**src/rtl/clk_div_meas.sv**
```systemverilog
// clk_div_meas: decoder for a divided clock derived from clk_i.
// Recovers the division ratio and high time of meas_clk_i in clk_i cycles,
// reports a locked ratio after LOCK_CNT consecutive identical periods and
// raises a sticky error when no rising edge arrives within TIMEOUT cycles.
module clk_div_meas #(
    parameter int unsigned CNT_W    = 8,
    parameter int unsigned LOCK_CNT = 4,
    parameter int unsigned TIMEOUT  = 255
) (
    input  logic             clk_i,
    input  logic             rst_n,
    input  logic             meas_en_i,
    input  logic             meas_clk_i,
    output logic [CNT_W-1:0] period_o,
    output logic [CNT_W-1:0] high_o,
    output logic             valid_o,
    output logic [CNT_W-1:0] div_num_o,
    output logic             lock_o,
    output logic             err_o
);

    localparam logic [1:0] ST_IDLE  = 2'd0;
    localparam logic [1:0] ST_ARM   = 2'd1;
    localparam logic [1:0] ST_TRACK = 2'd2;
    localparam logic [1:0] ST_LOCK  = 2'd3;

    localparam logic [CNT_W-1:0] CNT_MAX   = '1;
    localparam logic [CNT_W-1:0] TIMEOUT_C = CNT_W'(TIMEOUT);
    localparam logic [3:0]       LOCK_TGT  = 4'(LOCK_CNT - 1);

    logic             sync_q1;
    logic             sync_q2;
    logic             sync_d;
    logic             rise;
    logic             fall;

    logic [1:0]       state_q;
    logic [1:0]       state_d;

    logic [CNT_W-1:0] per_cnt;
    logic [CNT_W-1:0] hi_cnt;
    logic [CNT_W-1:0] prev_per;
    logic [3:0]       match_cnt;

    logic             run;
    logic             measuring;
    logic             timeout;
    logic             per_eq_prev;
    logic [3:0]       match_nxt;
    logic             lock_hit;
    logic             per_mismatch;

    // Two-flop synchroniser for the clock under test plus one delay stage
    always_ff @(posedge clk_i or negedge rst_n) begin
        if (!rst_n) begin
            sync_q1 <= 1'b0;
            sync_q2 <= 1'b0;
            sync_d  <= 1'b0;
        end else begin
            sync_q1 <= meas_clk_i;
            sync_q2 <= sync_q1;
            sync_d  <= sync_q2;
        end
    end

    // Edge detection on the synchronised level
    always_comb begin
        rise = sync_q2 & ~sync_d;
        fall = ~sync_q2 & sync_d;
    end

    // Per-cycle status: timeout, period comparison and lock qualification.
    // A rise in the timeout cycle suppresses the timeout so that a period of
    // exactly TIMEOUT is still accepted.
    always_comb begin
        run          = meas_en_i && (state_q != ST_IDLE);
        measuring    = (state_q == ST_TRACK) || (state_q == ST_LOCK);
        timeout      = run && !rise && (per_cnt >= TIMEOUT_C);
        per_eq_prev  = (per_cnt == prev_per);
        match_nxt    = per_eq_prev ? (match_cnt + 4'd1) : '0;
        lock_hit     = (match_nxt >= LOCK_TGT);
        per_mismatch = (per_cnt != div_num_o);
    end

    // Next-state selection; dropping meas_en_i overrides everything
    always_comb begin
        state_d = state_q;
        if (!meas_en_i) begin
            state_d = ST_IDLE;
        end else begin
            case (state_q)
                ST_IDLE: begin
                    state_d = ST_ARM;
                end
                ST_ARM: begin
                    if (rise) begin
                        state_d = ST_TRACK;
                    end
                end
                ST_TRACK: begin
                    if (rise && lock_hit) begin
                        state_d = ST_LOCK;
                    end else if (timeout) begin
                        state_d = ST_ARM;
                    end
                end
                ST_LOCK: begin
                    if (rise && per_mismatch) begin
                        state_d = ST_TRACK;
                    end else if (timeout) begin
                        state_d = ST_ARM;
                    end
                end
                default: begin
                    state_d = ST_IDLE;
                end
            endcase
        end
    end

    // State register
    always_ff @(posedge clk_i or negedge rst_n) begin
        if (!rst_n) begin
            state_q <= ST_IDLE;
        end else begin
            state_q <= state_d;
        end
    end

    // Period and high-time counters, held at zero while idle.
    // per_cnt restarts after a timeout so that ARM keeps re-checking.
    always_ff @(posedge clk_i or negedge rst_n) begin
        if (!rst_n) begin
            per_cnt <= '0;
            hi_cnt  <= '0;
        end else if (!run) begin
            per_cnt <= '0;
            hi_cnt  <= '0;
        end else begin
            if (rise) begin
                per_cnt <= {{(CNT_W-1){1'b0}}, 1'b1};
            end else if (timeout) begin
                per_cnt <= '0;
            end else if (per_cnt != CNT_MAX) begin
                per_cnt <= per_cnt + 1'b1;
            end

            if (rise) begin
                hi_cnt <= {{(CNT_W-1){1'b0}}, 1'b1};
            end else if (sync_q2 && (hi_cnt != CNT_MAX)) begin
                hi_cnt <= hi_cnt + 1'b1;
            end
        end
    end

    // Consecutive-equal-period tracking; the first period after ARM is
    // compared against zero so it always starts a fresh run
    always_ff @(posedge clk_i or negedge rst_n) begin
        if (!rst_n) begin
            prev_per  <= '0;
            match_cnt <= '0;
        end else if (!run || timeout) begin
            prev_per  <= '0;
            match_cnt <= '0;
        end else if (rise) begin
            case (state_q)
                ST_TRACK: begin
                    prev_per  <= per_cnt;
                    match_cnt <= lock_hit ? '0 : match_nxt;
                end
                ST_LOCK: begin
                    prev_per <= per_cnt;
                    if (per_mismatch) begin
                        match_cnt <= '0;
                    end
                end
                default: begin
                    prev_per  <= '0;
                    match_cnt <= '0;
                end
            endcase
        end
    end

    // Registered outputs: measurement results, lock and sticky error
    always_ff @(posedge clk_i or negedge rst_n) begin
        if (!rst_n) begin
            period_o  <= '0;
            high_o    <= '0;
            valid_o   <= 1'b0;
            div_num_o <= '0;
            lock_o    <= 1'b0;
            err_o     <= 1'b0;
        end else begin
            valid_o <= 1'b0;
            if (state_q == ST_IDLE) begin
                lock_o <= 1'b0;
                err_o  <= 1'b0;
            end else if (!meas_en_i) begin
                lock_o <= 1'b0;
            end else begin
                if (measuring && fall) begin
                    high_o <= hi_cnt;
                end
                if (measuring && rise) begin
                    period_o <= per_cnt;
                    valid_o  <= 1'b1;
                end
                if ((state_q == ST_TRACK) && rise && lock_hit) begin
                    div_num_o <= per_cnt;
                    lock_o    <= 1'b1;
                end
                if ((state_q == ST_LOCK) && rise && per_mismatch) begin
                    div_num_o <= '0;
                    lock_o    <= 1'b0;
                end
                if (timeout) begin
                    err_o     <= 1'b1;
                    lock_o    <= 1'b0;
                    div_num_o <= '0;
                end
            end
        end
    end

endmodule

```
**config.mk**
```make
export PLATFORM = sky130hd
export DESIGN_NAME = clk_div_meas
export DESIGN_NICKNAME = d
export VERILOG_FILES = /design/src/rtl/clk_div_meas.sv
export SDC_FILE = /design/constraint.sdc
export NUM_CORES = 1
export LEC_CHECK = 0
export BUFFER_PORTS_ARGS = -buffer_cell sky130_fd_sc_hd__buf_2
export CAP_MARGIN = 5
export CORE_UTILIZATION = 42
export CTS_CLUSTER_DIAMETER = 200
export CTS_CLUSTER_SIZE = 12
export DETAILED_ROUTE_END_ITERATION = 16
export GPL_ROUTABILITY_DRIVEN = 1
export REMOVE_ABC_BUFFERS = 1
export SLEW_MARGIN = 40
export SYNTH_ARGS = -nofsm -noshare
export SYNTH_HDL_FRONTEND = slang
export SYNTH_SLANG_ARGS = --single-unit
export TNS_END_PERCENT = 1
```
**constraint.sdc**
```tcl
create_clock -name clk_i -period 2.4 [get_ports clk_i]
set_input_delay 0.48 -clock clk_i [delete_from_list [all_inputs] [get_ports clk_i]]
set_output_delay 0.48 -clock clk_i [all_outputs]
set_load 0.05 [all_outputs]
```
## Yosys cells after proc, flatten, opt, wreduce, memory -nomap -nowiden

Cells that the tools add are included.

| cells by class | value |
|---|---|
| add/sub/neg operators | 3 |
| order comparisons | 2 |
| eq/ne operators | 12 |
| mux-type cells | 36 |
| bitwise gates (word level) | 5 |
| reductions and logical operators | 28 |

Operator list:

| operator | count |
|---|---|
| 8-bit two-way mux | 13 |
| 4-bit two-way mux | 5 |
| 8-bit by 1-bit adder with 8-bit output, second input constant | 2 |
| 8-bit inequality test, second input constant | 2 |
| 1-bit logical AND | 12 |
| 1-bit two-way mux | 11 |
| 2-bit two-way mux | 5 |
| 3-bit AND reduction | 3 |
| 8-bit equality test | 1 |
| 8-bit >= comparator, second input constant | 1 |
| 8-bit inequality test | 1 |
| 2-bit one-hot mux with 4 select lines | 1 |
| 4-bit one-hot mux with 2 select lines | 1 |
| 2-bit nonzero test | 4 |
| 3-bit by 2-bit inequality test with 1-bit output, second input constant | 2 |
| 5-bit by 1-bit inequality test with 1-bit output, second input constant | 1 |
| 4-bit by 1-bit adder with 4-bit output, second input constant | 1 |
| 2-bit equality test, second input constant | 2 |
| 4-bit by 2-bit >= comparator with 1-bit output, second input constant | 1 |
| 4-bit by 2-bit inequality test with 1-bit output, second input constant | 1 |
| 2-bit AND reduction | 2 |
| 3-bit inequality test, second input constant | 1 |
| 1-bit inverter | 3 |
| 3-bit nonzero test | 1 |
| other kinds (6) | 9 |

| word-level totals | value |
|---|---|
| register bits after elaboration | 60 |
| bits of input ports | 4 |
| output and inout bits | 27 |
| word-level logic and storage cells | 100 |

## Logic depth before layout (Yosys ltp)

Gate-level depths: netlist of the first run.

| depth | value |
|---|---|
| depth in word-level cells | 9 |
| mapped depth | 7 |
| gate-level depth less buffers | 6 |

## Worst setup path before layout of the first run

OpenSTA, ideal clock, no wires.

| timing path | value |
|---|---|
| path kind | reg-to-reg |
| start point | reg div_num_o[1] |
| end point | reg match_cnt[0] |
| setup time | 0.079 ns |
| arrival | 1.783 ns |
| required time | 2.321 ns |
| path slack | 0.538 ns |
| cell stages (with the launch flop) | 6 |
| buffers on the path | 0 |
| clock period less this slack | 1.862 ns |
| path through | dfrtp_1 > xnor2_1 > nand4_1 > or4_1 > nand2_1 > mux2i_1 |

| on the way | value |
|---|---|
| word-level cells in the longest chain between the ends | 3 |

Ends and longest elaborated chain:

| what | RTL line | text |
|---|---|---|
| from (decl) | 17 | `output logic [CNT_W-1:0] div_num_o,` |
| from (signal assigned) | 210 | `div_num_o <= per_cnt;` |
| 8-bit inequality test | 82 | `per_mismatch = (per_cnt != div_num_o);` |
| 3-bit by 2-bit inequality test with 1-bit output (no source line) | -- |  |
| 2-bit AND reduction (no source line) | -- |  |
| to (signal assigned) | 169 | `match_cnt <= lock_hit ? '0 : match_nxt;` |
| to (decl) | 43 | `logic [3:0] match_cnt;` |

No other way between the ends.
A chain may end at the register's enable or synchronous reset.

## Worst setup path after layout of the first run

| timing path | value |
|---|---|
| start point | reg per_cnt[0] |
| end point | reg match_cnt[0] |

| on the way | value |
|---|---|
| word-level cells in the longest chain between the ends | 7 |
| elaborated cells between the ends (all ways) | 14 |
| those cells by class | 2 x order compare; 3 x eq/ne; 5 x mux; 4 x reduce/logical |

Ends and longest elaborated chain:

| what | RTL line | text |
|---|---|---|
| from (decl) | 40 | `logic [CNT_W-1:0] per_cnt;` |
| from (signal assigned) | 141 | `per_cnt <= {{(CNT_W-1){1'b0}}, 1'b1};` |
| from (signal assigned) | 145 | `per_cnt <= per_cnt + 1'b1;` |
| 8-bit equality test | 79 | `per_eq_prev = (per_cnt == prev_per);` |
| 4-bit two-way mux | 80 | `match_nxt = per_eq_prev ? (match_cnt + 4'd1) : '0;` |
| 4-bit by 2-bit >= comparator with 1-bit output | 81 | `lock_hit = (match_nxt >= LOCK_TGT);` |
| 4-bit two-way mux | 169 |  |
| 4-bit one-hot mux with 2 select lines | 166 | `case (state_q)` |
| 4-bit two-way mux | 165 | `end else if (rise) begin` |
| 4-bit two-way mux | 162 | `end else if (!run \|\| timeout) begin` |

Parallel ways exist; a longest one is shown, timed or not. The select of a mux whose other input is x is not followed.

==> summary.md, run 1 <==
| Metric | Value |
|---|---|
| Clk slew on worst S/H paths | 70 ps |
| Layout cell share with drive strength beyond 1 | 27.1% |
| Avg Cell Area, Syn | 11.1 sq um |
| Nature of the critical path endpoint | flop |
| TritonCTS clock tree | done |
| Largest net degree at the start of global routing | 40 |
| Wire per inst | 15.7 um |
| Area delta synth->final | 14.1% |
| WHS | 130 ps |
| Clock skew | 8.05 ps |
| Core box area | 0.00649 sq mm |
| Slowest stage delay, CP | 540 ps |
| Htree depth | 3 |
| Worst VDD drop | 0.000273 V |
| Post-synth top cells | dfrtp_1 (60), nand2_1 (25), nor2_1 (24) |
| Clock Latency Late Sink | 330 ps |
| Ys Warns | 0 |
| Final setup margin | 308 ps |
| CP max-delay cell | dfrtp_1 |
| Die area | 0.00723 sq mm |
| Final weighted congestion in routability-driven placement | 0.808 |
| FILL cells | 609 |
| P per Cell Area | 594 mW/mm^2 |
| Clock sinks | 60 |
| Seq/Total Area, Yosys | 51.9% |
| CP Buf/Inv Count | 0 |
| Clock tree buffer depth | 2 |
| Drt first pass iters | 4 |
| Setup CP Type | flop to flop |
| Hpwl dp | 4.05 mm |
| Setup violations, final | 0 |
| Iteration-0 DRC Markers | 120 |
| Overflow after GRT | 0 |
| Initial core utilization | 44.6% |
| Run status | finished clean |
| RSZ-0062 raised after global routing | false |
| Mapped Area | 0.00289 sq mm |
| Post-route clock period utilization | 87.2% |
| Crit path required time | 2660 ps |
| DR DRC count | 0 |
| FMAX | 478 MHz |
| Final net count | 305 |
| Yosys top cell by area | dfrtp_1 |
| Synthesized flop and latch total | 60 |
| Leakage | 1.53 nW |
| Die W | 85.0 um |
| IO Port Bufs | 30 |
| Syn Inst Count | 261 |
| Post-synth top area share | 51.9% |
| # IOs | 31 |
| Final Hold Fails | 0 |
| Crit Path Max Fanout | 10 |
| Via density | 5.39 |
| Crit-path cells | ha_1 > nand3_1 > nor3_2 > or4_1 > nand2_1 > mux2i_1 |
| GRT Total Usage | 18.6% |
| Via count | 2048 |
| Rel. slew slack | 62.7% |
| CTS root buffer | clkbuf_8 |
| Post-synth EDFFs | 0 |
| Vias in the first global route | 1980 |
| Tmin final | 2090 ps |
| Unique masters post-synth | 38 |
| Post-place setup slack | 292 ps |
| Cts repair resizes | 0 |
| Least-Margin Pin Slew | 559 ps |
| Crit path max-delay family | simple AND/OR/NAND/NOR gates |
| Worst hold path class | input port to asynchronous set/reset pin |
| Most common cell in the netlist | dfrtp_1 |
| Largest cells by area after synthesis | dfrtp_1 (52%), mux2_2 (6.2%), xnor2_1 (4.5%) |
| Total Wirelength | 5.95 mm |
| CP startpoint kind | flop |
| Final ANT Viol Nets | 0 |
| Setup Buffers After CTS | 0 |
| Slew Limit Fails | 0 |
| Critical path arrival | 2350 ps |
| Cts hold-fix bufs | 0 |
| Cts bufs inserted | 9 |
| Setup TNS | 0 ps |
| # rows | 29 |
| # Max-Cap Violations | 0 |
| Die height | 85.0 um |
| Fraction of registers with async set/reset | 100% |
| Antenna violations before repair | 0 |
| Inserted Diodes | 0 |
| First-pass GRT wire length | 10.2 mm |
| Top_reg_cell synth | dfrtp_1 |
area by class of cell:
class	count	area [sq um]	share of cell area, %
clock inverters	5	27.5	0.833
flip-flops and latches	60	1500	45.5
multi-input cells	178	1260	38.1
clock buffers	11	141	4.28
repair buffers	42	253	7.65
inverters	7	26.3	0.795
well taps	77	96.3	2.92
state kept, by name (all words and copies together) (netlist names):
register and count:
prev_per 8, err_o 1, lock_o 1, sync_d 1, valid_o 1, sync_q2 1
state_q 2, sync_q1 1, hi_cnt 8, div_num_o 8, per_cnt 8, match_cnt 4
period_o 8, high_o 8
power breakdown:
part	leakage, nW	internal, mW	switching, mW
logic	0.630	0.0445	0.0946
registers	0.812	1.03	0.0218
clock network	0.0889	0.395	0.380
total	1.53	1.47	0.496
cells by family (layout without fill, tap and decap cells):
kind of cell,after synthesis,in the layout,synth area share [%]
compound gates,38,38,10.1
mux,19,19,7.26
buf+inv,23,65,4.67
fa+ha+maj,3,3,1.30
simple gates,90,90,15.5
flops,60,60,51.9
xor+xnor,28,28,9.25
stage by stage:
step                      cells  instance area [sq um]  util, %  power [mW]
after global routing        380                   3300     50.9        2.06
final                       380                   3300     50.9        1.96
after floorplan             245                   2790        -        1.14
after global placement      364                   3130     48.3        1.21
after detailed placement    364                   3130     48.3        1.21
after CTS                   380                   3300     50.9        1.99
layout by cell type (no fill, tap or decap), types with 8 or more instances in the layout:
cell type   n
nor2_1     24
nand2_1    25
xor2_1     10
nand4_1    13
xnor2_1    15
o2111ai_1   9
o211ai_1    8
clkbuf_8   10
buf_4      11
dfrtp_1    60
mux2_2     16
buf_2      30
final timing paths:
| check | from | slack (ps) | depth (start not counted) | end |
|---|---|---|---|---|
| max | per_cnt[0] | 310 | 6 | match_cnt[0] |
| min | rst_n | 130 | 1 | match_cnt[2] |
| max reg2reg | per_cnt[0] | 310 | 6 | match_cnt[0] |
| min reg2reg | sync_q1 | 350 | 0 | sync_q2 |
| max in group asynchronous | rst_n | 1670 | 2 | prev_per[3] |
| min in group clk_i | meas_clk_i | 250 | 1 | sync_q1 |
layer usage:
metal | routed length [um] | track usage, % | up-vias
li1 | - | - | 996
met3 | 273 | 5.16 | 9
met1 | 3010 | 26.9 | 988
met2 | 2550 | 26.1 | 55
met4 | 108 | 7.86 | 0
met5 | 0 | 0 | -
Note: power is estimated with default switching activity, not from simulation.
==> run 2, diff against run 1 <==
ABC_AREA = 1   (was default)
SLEW_MARGIN = 15   (was 40)
==> run 2 against run 1 <==
Worst hold slack worse by 78 ps. Core utilization is 0.43 points higher. Wire length is 3.4% higher. Combinational power rose to 2.8 times the previous value. Global-route usage grew 0.80 points. Setup slack better by 180 ps. Clock power increased by 9.8%. Critical path depth grew 4.
==> summary.md, run 2 <==
| Metric | Value |
|---|---|
| Run status | finished clean |
| Seq/Total Area, Yosys | 51.6% |
| Die W | 85.2 um |
| DR DRC count | 0 |
| Post-synth top area share | 51.6% |
| GRT Total Usage | 19.4% |
| Final weighted congestion in routability-driven placement | 0.840 |
| First-pass GRT wire length | 10.7 mm |
| Most common cell after layout, fill and taps aside | nand2_1 |
| Post-synth top cells | nand2_1 (117), dfrtp_1 (60), inv_1 (39) |
| Largest cells by area after synthesis | dfrtp_1 (52%), nand2_1 (15%), inv_1 (5.0%) |
| Clock skew | 9.72 ps |
| Final core utilization | 51.3% |
| IO Port Bufs | 30 |
| Unique masters post-synth | 30 |
| CP startpoint kind | flop |
| Worst r2r path cells | 10 |
| Final net count | 410 |
| Via density | 4.78 |
| Area delta synth->final | 15.2% |
| Total Wirelength | 6.15 mm |
| Cts hold-fix bufs | 0 |
| Synthesized flop and latch total | 60 |
| Largest net degree at the start of global routing | 30 |
| Final Hold Fails | 0 |
| Syn Inst Count | 363 |
| Antenna violations before repair | 0 |
| Worst hold path class | input port to asynchronous set/reset pin |
| Setup CP Type | flop to flop |
| Htree depth | 3 |
| P per Cell Area | 703 mW/mm^2 |
| Setup slack, reg-to-reg | 490 ps |
| Iteration-0 DRC Markers | 135 |
| Post-route cell area | 0.00335 sq mm |
| Setup Buffers After CTS | 0 |
| Overflow after GRT | 0 |
| Layout cell share with drive strength beyond 1 | 17.9% |
| Post-synth EDFFs | 0 |
| # Max-Cap Violations | 0 |
| Placed cell area | 0.00316 sq mm |
| Setup violations, final | 0 |
| Most common cell in the netlist | nand2_1 |
| Vias in the first global route | 2203 |
| Hpwl dp | 4.33 mm |
| Clock Latency Late Sink | 330 ps |
| Via count | 2315 |
| Core box area | 0.00653 sq mm |
| Least-Margin Pin Slew | 479 ps |
| Top_reg_cell synth | dfrtp_1 |
| Die height | 85.2 um |
| Mapped Area | 0.00291 sq mm |
| Slew Limit Fails | 0 |
| Leakage | 1.81 nW |
| Cts repair resizes | 0 |
| Ys Warns | 0 |
| Wire per inst | 12.7 um |
| Critical path arrival | 2180 ps |
| Clock sinks | 60 |
| Cts bufs inserted | 9 |
| FMAX | 523 MHz |
| Inserted Diodes | 0 |
| Crit path required time | 2670 ps |
| Worst VDD drop | 0.000323 V |
| Rel. slew slack | 68.0% |
| Drt first pass iters | 4 |
| Initial core utilization | 44.5% |
| Avg Cell Area, Syn | 8.01 sq um |
| Fraction of registers with async set/reset | 100% |
| TritonCTS clock tree | done |
| Clk slew on worst S/H paths | 70 ps |
| RSZ-0062 raised after global routing | false |
| Final ANT Viol Nets | 0 |
| Setup TNS | 0 ps |
| # rows | 29 |
| CTS root buffer | clkbuf_8 |
| Crit Path Max Fanout | 11 |
| Yosys top cell by area | dfrtp_1 |
| Clock tree buffer depth | 2 |
| Tmin final | 1910 ps |
| Post-route clock period utilization | 79.7% |
| Die area | 0.00726 sq mm |
| # IOs | 31 |
| Nature of the critical path endpoint | flop |
| Most frequent cells in the layout | nand2_1 (117), dfrtp_1 (60), inv_1 (39), nor2_1 (37), buf_2 (30) |
[run 2: cell count changes after synthesis, moves of 9 or more]
cell,before,now
xnor2_1,15,3
nand3_1,7,21
inv_1,7,39
o21ai_0,2,21
o2111ai_1,9,0
mux2_2,16,0
nand2_1,25,117
nor2_1,24,37
nand4_1,13,3
[run 2: through the flow]
stage / setup WS (ps) / total power [mW] / cells / hold WS (ps)
floorplan: 810 / 1.40 / 356 / 184
global placement: 578 / 1.52 / 469 / 334
detailed placement: 508 / 1.52 / 469 / 337
CTS: 484 / 2.39 / 484 / 54.6
global route: 312 / 2.49 / 484 / 73.1
finish: 488 / 2.35 / 484 / 52.1
[run 2: power by group]
part / total [mW] / internal, mW / switching (mW)
registers: 1.11 / 1.06 / 0.0495
logic: 0.393 / 0.105 / 0.288
clock network: 0.851 / 0.481 / 0.370
total: 2.35 / 1.65 / 0.708
[run 2: final timing paths]
check	to	startpoint
worst min-delay path	period_o[5]	rst_n
min in group clk_i	sync_q1	meas_clk_i
max in group asynchronous	match_cnt[3]	rst_n
worst max register to register	match_cnt[0]	per_cnt[0]
worst max-delay path	match_cnt[0]	per_cnt[0]
worst min register to register	sync_q2	sync_q1
[run 2: layout make-up]
type	count	area, sq um
inverters	47	176
clock buffers	14	183
flip-flops and latches	60	1500
multi-input cells	249	1190
repair buffers	36	195
clock inverters	1	5.00
fillers	645	3180
well taps	77	96.3
[run 2: per-layer routing]
metal	up-vias	wire length, um	GRT usage [%]
met5	-	0	0
met4	0	101	9.09
met3	8	239	3.70
met2	39	2530	26.4
met1	1059	3280	29.5
li1	1209	-	-
[run 2: logic make-up after synthesis]
logic type / synth area share (%)
fa+ha+maj: 1.29
xor+xnor: 3.31
compound gates: 7.01
simple gates: 29.4
flops: 51.6
buf+inv: 7.36
[run 2: critical path: stages (launching register included)]
cell and delay [ps]:
dfrtp_1 430, ha_1 240, nand2_1 110, nor2_1 70
nand2_1 110, nor2_4 60, nor2_2 380, nand2_1 220
inv_1 110, nand2_1 50, nand2_1 60
==> run 3, diff against run 2 <==
ABC_AREA = 0   (was 1)
clock period = 1.93 ns   (was 2.4 ns; I/O delays follow)
==> run 3 against run 2 <==
Critical path depth down 5. Critical endpoint is now div_num_o[3]. Sequential share of layout area fell by 2.1 points. Via count down 6.7%. Wire length down 3.4%. Cell area is 5.2% higher. Core utilization increased by 3.0 points. Global-route usage decreased by 1.5 points. Register-to-register slack worse by 400 ps.
==> summary.md, run 3 (synthesis results as in run 1) <==
| Metric | Value |
|---|---|
| Die area | 0.00723 sq mm |
| Htree depth | 3 |
| Hpwl dp | 4.05 mm |
| Nature of the critical path endpoint | flop |
| Post-placement cell count | 375 |
| Cts bufs inserted | 9 |
| Setup CP Type | flop to flop |
| GRT Total Usage | 17.9% |
| Final Hold Fails | 0 |
| P per Cell Area | 828 mW/mm^2 |
| WHS | 37.0 ps |
| Critical path arrival | 2050 ps |
| Most frequent cells in the layout | dfrtp_1 (57), buf_2 (30), nor2_1 (24), buf_4 (24), nand2_1 (23) |
| Final net count | 319 |
| Run status | finished clean |
| Worst hold path class | input port to asynchronous set/reset pin |
| CTS root buffer | clkbuf_8 |
| Setup slack, reg-to-reg | 90 ps |
| Cts hold-fix bufs | 0 |
| Least-Margin Pin Slew | 561 ps |
| Die W | 85.0 um |
| Clock Latency Late Sink | 330 ps |
| Clock skew | 4.96 ps |
| Most common cell after layout, fill and taps aside | dfrtp_1 |
| Overflow after GRT | 0 |
| RSZ-0062 raised after global routing | false |
| Drt first pass iters | 4 |
| Die height | 85.0 um |
| Area delta synth->final | 21.7% |
| TritonCTS clock tree | done |
| Vias in the first global route | 1973 |
| Largest net degree at the start of global routing | 61 |
| First-pass GRT wire length | 9.94 mm |
| Clock tree buffer depth | 2 |
| Layout Cells excl Fill | 394 |
| Post-route clock period utilization | 95.4% |
| Via density | 5.48 |
| Clk slew on worst S/H paths | 70 ps |
| Worst VDD drop | 0.000535 V |
| Clock sinks | 60 |
| CP Buf/Inv Count | 0 |
| # IOs | 31 |
| Final weighted congestion in routability-driven placement | 0.791 |
| Via count | 2159 |
| Critical R2R Launch | per_cnt[5] |
| CP startpoint kind | flop |
| Leakage | 1.64 nW |
| # Max-Cap Violations | 0 |
| FMAX | 543 MHz |
| Slowest stage delay, CP | 570 ps |
| Tmin final | 1840 ps |
| Inserted Diodes | 0 |
| Crit-path cells | xnor2_2 > nand4_1 > or4_4 > o2111ai_1 > o211ai_1 |
| Final ANT Viol Nets | 0 |
| Wire per inst | 15.1 um |
| DR DRC count | 0 |
| Iteration-0 DRC Markers | 152 |
| Rel. slew slack | 62.4% |
| Setup TNS | 0 ps |
| Antenna violations before repair | 0 |
| Final core utilization | 54.2% |
| Crit Path Max Fanout | 8 |
| Levels on crit path | 5 |
| Worst flop-to-flop path endpoint | div_num_o[3] |
| Setup violations, final | 0 |
| CP max-delay cell | or4_4 |
| Layout cell share with drive strength beyond 1 | 32.8% |
| Crit path max-delay family | simple AND/OR/NAND/NOR gates |
| Initial core utilization | 44.6% |
| Worst r2r path cells | 5 |
| Slew Limit Fails | 0 |
| # rows | 29 |
| Core box area | 0.00649 sq mm |
| IO Port Bufs | 30 |
| Crit path required time | 2140 ps |
| Total Wirelength | 5.94 mm |
run 3: changes by cell type in the layout (fill, tap and decap cells not counted), moves of 9 or more:
cell       change
buf_4         +18
nand2_1       -94
nor2_1        -13
o2111ai_1      +9
nand3_1       -15
mux2_2        +16
nand4_1       +10
o21ai_0       -19
xnor2_1       +12
inv_1         -32
run 3: worst max-delay path by stage:
stage	from	slack, ps	to
5_1_grt	per_cnt[5]	9	div_num_o[2]
3_5_place_dp	per_cnt[0]	-60	div_num_o[2]
6_report	per_cnt[5]	90	div_num_o[3]
3_3_place_gp	per_cnt[0]	-50	div_num_o[4]
4_1_cts	per_cnt[0]	40	match_cnt[0]
2_1_floorplan	match_cnt[0]	-110	div_num_o[0]
run 3: power breakdown:
part	switching, mW	internal, mW	leakage (nW)	total (mW)
clock network	0.491	0.927	0.127	1.42
logic	0.130	0.0706	0.710	0.201
registers	0.0200	1.28	0.807	1.30
total	0.641	2.27	1.64	2.92
run 3: layout make-up:
type                    count  area, sq um
clock buffers              12          155
clock inverters             4         95.1
fillers                   579         2970
inverters                   7         26.3
multi-input cells         178         1270
flip-flops and latches     60         1510
well taps                  77         96.3
repair buffers             56          370
run 3: repair_timing:
action                     CTS  global route
pin swaps                    0             1
buffers inserted             0             3
setup endpoints to repair   10             6
resized for setup            2             6
run 3: per-layer routing:
| layer | vias to the layer above | share of wire, % | global-route usage [%] |
|---|---|---|---|
| met5 | - | 0 | 0 |
| met1 | 1054 | 50 | 26.3 |
| met4 | 0 | 2.1 | 8.47 |
| met2 | 70 | 43 | 25.0 |
| met3 | 11 | 5.3 | 3.79 |
| li1 | 1024 | - | - |
run 3: stage by stage:
step	power (mW)	area, sq um	worst slack, ps
2_1_floorplan	1.42	2790	-113
3_3_place_gp	1.51	3230	-52.8
3_5_place_dp	1.51	3230	-57.5
4_1_cts	2.93	3480	40.6
5_1_grt	3.01	3520	8.75
6_report	2.92	3520	89.6
